`config.mk`:
```
export PLATFORM = sky130hd
export DESIGN_NAME = tick_timer
export DESIGN_NICKNAME = d
export VERILOG_FILES = /design/src/rtl/tick_timer.sv
export SDC_FILE = /design/constraint.sdc
export NUM_CORES = 1
export LEC_CHECK = 0
export ABC_AREA = 1
export CAP_MARGIN = 15
export CORE_MARGIN = 2
export CORE_UTILIZATION = 45
export CTS_BUF_LIST = sky130_fd_sc_hd__clkbuf_4 sky130_fd_sc_hd__clkbuf_8
export DETAILED_ROUTE_END_ITERATION = 12
export PLACE_DENSITY = 0.76
export SLEW_MARGIN = 25
export SYNTH_ARGS = -nofsm -noshare
export SYNTH_HDL_FRONTEND = slang
export SYNTH_SLANG_ARGS = --single-unit
```
`constraint.sdc`:
```
create_clock -name clk -period 1.45 [get_ports clk]
set_input_delay 0.145 -clock clk [delete_from_list [all_inputs] [get_ports clk]]
set_output_delay 0.145 -clock clk [all_outputs]
set_load 0.05 [all_outputs]
```
`src/rtl/tick_timer.sv`:
```
// Down-counting interval timer clocked in divider ticks; pulses 'expired' for one
// cycle when a started interval runs out. Cancel, restart and hold can interrupt it.
module tick_timer #(
  parameter int W = 8
) (
  input  logic         clk,
  input  logic         reset,
  input  logic         tick,
  input  logic         start,
  input  logic [W-1:0] load_val,
  input  logic         hold,
  input  logic         cancel,
  output logic         busy,
  output logic         expired,
  output logic [W-1:0] remaining
);

  typedef enum logic {
    IDLE = 1'b0,
    RUN  = 1'b1
  } state_t;

  state_t         state_q, state_d;
  logic [W-1:0]   remaining_q, remaining_d;
  logic           expired_q, expired_d;

  logic           load_is_zero;
  logic           last_tick;

  assign load_is_zero = (load_val == '0);
  assign last_tick    = (remaining_q == W'(1));

  // Priority within a cycle: cancel > start > hold > tick; expired defaults low so it is a pulse.
  always_comb begin
    state_d     = state_q;
    remaining_d = remaining_q;
    expired_d   = 1'b0;

    unique case (state_q)
      IDLE: begin
        remaining_d = '0;
        if (!cancel && start) begin
          if (load_is_zero) begin
            expired_d = 1'b1;
          end else begin
            state_d     = RUN;
            remaining_d = load_val;
          end
        end
      end

      RUN: begin
        if (cancel) begin
          state_d     = IDLE;
          remaining_d = '0;
        end else if (start) begin
          if (load_is_zero) begin
            state_d     = IDLE;
            remaining_d = '0;
            expired_d   = 1'b1;
          end else begin
            remaining_d = load_val;
          end
        end else if (!hold && tick) begin
          if (last_tick || (remaining_q == '0)) begin
            state_d     = IDLE;
            remaining_d = '0;
            expired_d   = 1'b1;
          end else begin
            remaining_d = remaining_q - W'(1);
          end
        end
      end

      default: begin
        state_d     = IDLE;
        remaining_d = '0;
      end
    endcase
  end

  always_ff @(posedge clk) begin
    if (reset) begin
      state_q     <= IDLE;
      remaining_q <= '0;
      expired_q   <= 1'b0;
    end else begin
      state_q     <= state_d;
      remaining_q <= remaining_d;
      expired_q   <= expired_d;
    end
  end

  assign busy      = (state_q == RUN);
  assign expired   = expired_q;
  assign remaining = remaining_q;

endmodule

```
==> out/results.ini, run 1 <==
[outcome]
outcome = complete, no violations

[finish]
layout_common_cells = nand2_1 (38), inv_1 (22), nor2_1 (19), clkdlybuf4s50_1 (13), dfxtp_1 (8)
drive_above_1_share_pct = 24.5
antennaDiodeCount = 0
num-fill-cells = 171
syn_to_final_growth_pct = 39.6
final_nets = 181
final_common_cell = nand2_1

[worst_setup_path]
required_ps = 1650
critPathMaxFanout = 7
cp-start-kind = flip-flop
worstSetupEndpointType = flip-flop
path_class = reg2reg
crit_arrival_ps = 1520

[placed_design]
dpl_worst_slack_ps = 62.9
globalplace.congestion = 0.860
io_buffer_count = 23
hpwl_mm = 1.60

[sta]
min_period_ps = 1310
skew_ps = 5.04
rsz0062_at_grt = no
finalHoldViolations = 0
setup_viol = 0
setup_tns_ps = 0
worst_pin_slew_ps = 348
holdWs_ps = 506
slew_violations = 0
setup_slack_ps = 139
final.period_utilization_pct = 90.4
fmax_mhz = 763
slew_headroom_pct = 76.8

[drt]
drtIter0Drc = 15
drc = 0
num_vias = 912
drt_wl_total_mm = 2.00
avgRoutedWirePerCell_um = 10.6
postRouteAntennaNets = 0
detail_route.first_pass.iterations = 5
viasPerCell = 4.85

[min_path]
hp-class = in2reg

[synthesis]
yosysWarnings = 0
yosys-top-cells-area = dfxtp_1 (23%), nand2_1 (17%), inv_1 (9.9%)
ys_seq_area_share_pct = 23.1
synth_edf_count = 0
netlist_area_um2 = 868
syn_inst = 137
synth_top_area_share_pct = 23.1
synthArstFlopShare_pct = 0
avgSynthCellArea_um2 = 6.34
syn_nets = 154
ys_ff_latch = 10
synth_cell_types = 24
synth_top_area_cell = dfxtp_1
synth_ff_type = dfxtp_1

[clock_network]
cts-root-buf = clkbuf_4
cts_made_buffers = 3
clkTransAtPathRegs_ps = 80
post_cts_buffers = 0
cts_tree = yes
postCtsHoldBufs = 0
clock_sinks = 10
clock_latency_ps = 270
cts_buffer_depth = 2
cts-resized-gates = 0
htree_levels = 1

[floorplan]
die-width_um = 47.9
rows = 15
placeableCoreArea_mm2 = 0.00176
start_util_pct = 49.2
io_pins = 24
dieArea_mm2 = 0.00230
die_h_um = 47.9

[power]
finalPower_uw = 839
leakagePower_nw = 0.560
ir_drop_mv = 0.584
p_per_area_mw_per_mm2 = 692

[flow_run]
maxCapViolations = 0

[grt]
grt_max_degree = 17
grt_pass1_wl_mm = 3.16
grt_pass1_vias = 814
gr-usage-all-layers_pct = 19.9
overflow = 0
antenna_found_initial = 0

[final timing paths]
kind | slack, ps | to | from | cells after the start
max | 140 | remaining[7] | remaining[0] | 9
min | 510 | busy | reset | 2
max reg2reg | 140 | remaining[7] | remaining[0] | 9
min reg2reg | 550 | remaining[0] | remaining[0] | 3
[power by group]
| part | internal [mW] | leakage (nW) | switching, mW |
|---|---|---|---|
| Combinational | 0.114 | 0.456 | 0.160 |
| Sequential | 0.285 | 0.0827 | 0.0189 |
| Clock | 0.152 | 0.0210 | 0.109 |
[logic make-up (layout without fill, tap and decap cells)]
group                    after synthesis  in the layout  share of synthesized area (%)
XOR/XNOR                               1              1                           1.01
adder cells (fa/ha/maj)                3              3                           4.32
AND/OR/NAND/NOR                       78             78                           44.8
flip-flops                            10             10                           23.1
AO/OA/AOI/OAI                         19             19                           14.7
buffers and inverters                 26             52                           12.1
[layer usage]
metal / global-route usage (%) / wire (µm)
met3: 3.77 / 90
met1: 21.8 / 885
met4: 9.73 / 15
met5: 0 / 0
met2: 36.3 / 1000
[cell usage after synthesis, types with 2 or more instances]
| master | number |
|---|---|
| a21oi_1 | 2 |
| a21oi_2 | 7 |
| dfxtp_1 | 10 |
| ha_1 | 3 |
| inv_1 | 23 |
| nand2_1 | 39 |
| nand2_2 | 3 |
| nand3_1 | 6 |
| nand3_2 | 4 |
| nor2_1 | 19 |
| nor2_4 | 2 |
| o21ai_0 | 7 |
[sequential cells by signal, indices dropped and copies added, names as in the netlist]
register / count
expired: 1
remaining: 8
busy: 1
[stage by stage]
stage / util (%) / std cells / instance area (µm²)
after global placement: 66.5 / 184 / 1170
after floorplan: - / 137 / 873
final: 68.7 / 188 / 1210
after global routing: 68.7 / 188 / 1210
after detailed placement: 66.5 / 184 / 1170
after CTS: 68.6 / 188 / 1210
[cell type report]
class / instances / area (µm²) / share of cell area (%)
clock buffers: 4 / 36.3 / 2.99
repair buffers: 23 / 280 / 23.1
flip-flops and latches: 10 / 205 / 16.9
inverters: 25 / 93.8 / 7.74
well taps: 25 / 31.3 / 2.58
multi-input cells: 101 / 566 / 46.6
[critical path, cell delays in order (launching register included)]
cell     delay (ps)
dfxtp_4         370
inv_2            50
ha_1            200
inv_1            60
nand2_1          60
nand2_2          70
nor2_4           50
nor2_8          180
nand3_2          90
a21oi_2         110
(Power assumes the default switching activity.)
==> run 2, diff against run 1 <==
Settings changed: PLACE_DENSITY 0.76 to 0.78.
==> run 2 against run 1 <==
Net effect: non-clock buffer count rose by 1; utilization rose by 0.28 points; register-to-register slack barely moved; power rose by 0.42%; die area did not move; cell area rose by 0.41%; critical path depth did not move; highest routed layer unchanged.
==> out/results.ini, run 2 (synthesis gave the netlist of run 1 again) <==
[finish]
final_cells = 189
largest_reg_flops = 8
antennaDiodeCount = 0
final_common_cell = nand2_1
syn_to_final_growth_pct = 40.2
layout_common_cells = nand2_1 (39), inv_1 (23), nor2_1 (19), clkdlybuf4s50_1 (13), dfxtp_1 (8)
ff_latch_area_um2 = 205
final_core_util_pct = 69.0
multi_input_area_um2 = 563
fin_area_mm2 = 0.00122
final_nets = 182
drive_above_1_share_pct = 23.8
num-fill-cells = 157

[clock_network]
cts_made_buffers = 3
cts-resized-gates = 0
cts_buffer_depth = 2
cts_tree = yes
cts-root-buf = clkbuf_4
clock_latency_ps = 270
clock_sinks = 10
clkTransAtPathRegs_ps = 80
htree_levels = 1
post_cts_buffers = 0
postCtsHoldBufs = 0

[placed_design]
hpwl_mm = 1.67
io_buffer_count = 23
dpl_cell_area_mm2 = 0.00118
globalplace.congestion = 0.866
dpl_worst_slack_ps = 48.8
dp.cells = 185

[worst_setup_path]
critical-path-top-delay-family = simple AND/OR/NAND/NOR gates
cp-start-kind = flip-flop
path_buf_inv = 2
critPathMaxFanout = 7
crit_arrival_ps = 1520
path_cells = inv_1, ha_1, inv_1, nand2_1, nand2_1, nor2_4, nor2_8, nand3_2, a21oi_2
path_class = reg2reg
worstSetupEndpointType = flip-flop
slowest_stage = dfxtp_2
required_ps = 1660
slowest_delay_ps = 350

[sta]
holdWs_ps = 531
setup_viol = 0
fmax_mhz = 763
skew_ps = 3.79
final.period_utilization_pct = 90.4
worst_pin_slew_ps = 338
rsz0062_at_grt = no
slew_violations = 0
min_period_ps = 1310
setup_tns_ps = 0
finalHoldViolations = 0
setup_slack_ps = 139
slew_headroom_pct = 77.4

[drt]
detail_route.first_pass.iterations = 4
avgRoutedWirePerCell_um = 11.0
drc = 0
viasPerCell = 4.83
drt_wl_total_mm = 2.08
num_vias = 912
drtIter0Drc = 29
postRouteAntennaNets = 0

[grt]
use_met1_pct = 21.6
gr-usage-all-layers_pct = 19.7
grt_util_met2_pct = 33.6
overflow = 0
grt_pass1_vias = 837
use_met3_pct = 4.15
grt_max_degree = 17
antenna_found_initial = 0
grt_busiest_layer = met2
grt_pass1_wl_mm = 3.13

[outcome]
outcome = complete, no violations

[min_path]
hp-class = in2reg

[floorplan]
dieArea_mm2 = 0.00230
start_util_pct = 49.2
rows = 15
placeableCoreArea_mm2 = 0.00176
io_pins = 24
die-width_um = 47.9
die_h_um = 47.9

[power]
ir_drop_mv = 0.539
p_clk_share_pct = 31.3
p_int_uw = 552
p_seq_share_pct = 36.1
p_sw_share_pct = 34.5
finalPower_uw = 842
combPwrFrac_pct = 32.6
leakagePower_nw = 0.563
p_per_area_mw_per_mm2 = 692
power_switching_uw = 291

[flow_run]
maxCapViolations = 0

==> run 2: changes by cell type in the layout (fill, tap and decap cells not counted), sizes merged <==
cell and delta:
buf +1
==> run 2: final cells by class <==
cell class / instances / area share (%)
clock buffer: 4 / 2.98
inverter: 25 / 7.71
multi-input combinational: 101 / 46.2
sequential: 10 / 16.9
tap: 25 / 2.57
timing repair buffer: 24 / 23.6
==> run 2: path summary, 6_finish.rpt <==
path / slack (ps) / endpoint / from / depth (start not counted)
min: 530 / expired / reset / 2
max: 140 / remaining[4] / remaining[1] / 9
min reg2reg: 580 / remaining[0] / remaining[0] / 2
max reg2reg: 140 / remaining[4] / remaining[1] / 9
==> run 2: metal layers <==
metal  wire length [µm]  vias to the layer above
li1                   -                      478
met1                852                      386
met2               1040                       38
met3                116                       10
met4                 69                        0
met5                  0                        -
==> run 2: worst reg2reg max path, stage by stage, from the launching register on <==
cell	delay, ps
dfxtp_2	350
inv_1	80
ha_1	200
inv_1	50
nand2_1	40
nand2_1	90
nor2_4	60
nor2_8	150
nand3_2	100
a21oi_2	120
==> run 2: power groups by stage <==
stage | Combinational [mW] | Clock [mW] | Sequential, mW
floorplan | 0.138 | 0 | 0.341
global placement | 0.266 | 0 | 0.309
detailed placement | 0.275 | 0 | 0.310
CTS | 0.277 | 0.268 | 0.304
global route | 0.299 | 0.276 | 0.306
finish | 0.275 | 0.264 | 0.304
==> run 3, diff against run 2 <==
Settings changed: GPL_ROUTABILITY_DRIVEN set to 1, SLEW_MARGIN 25 to 20.
==> results of run 3 <==
No change in the layout: final DEF, timing and power equal those of run 2.
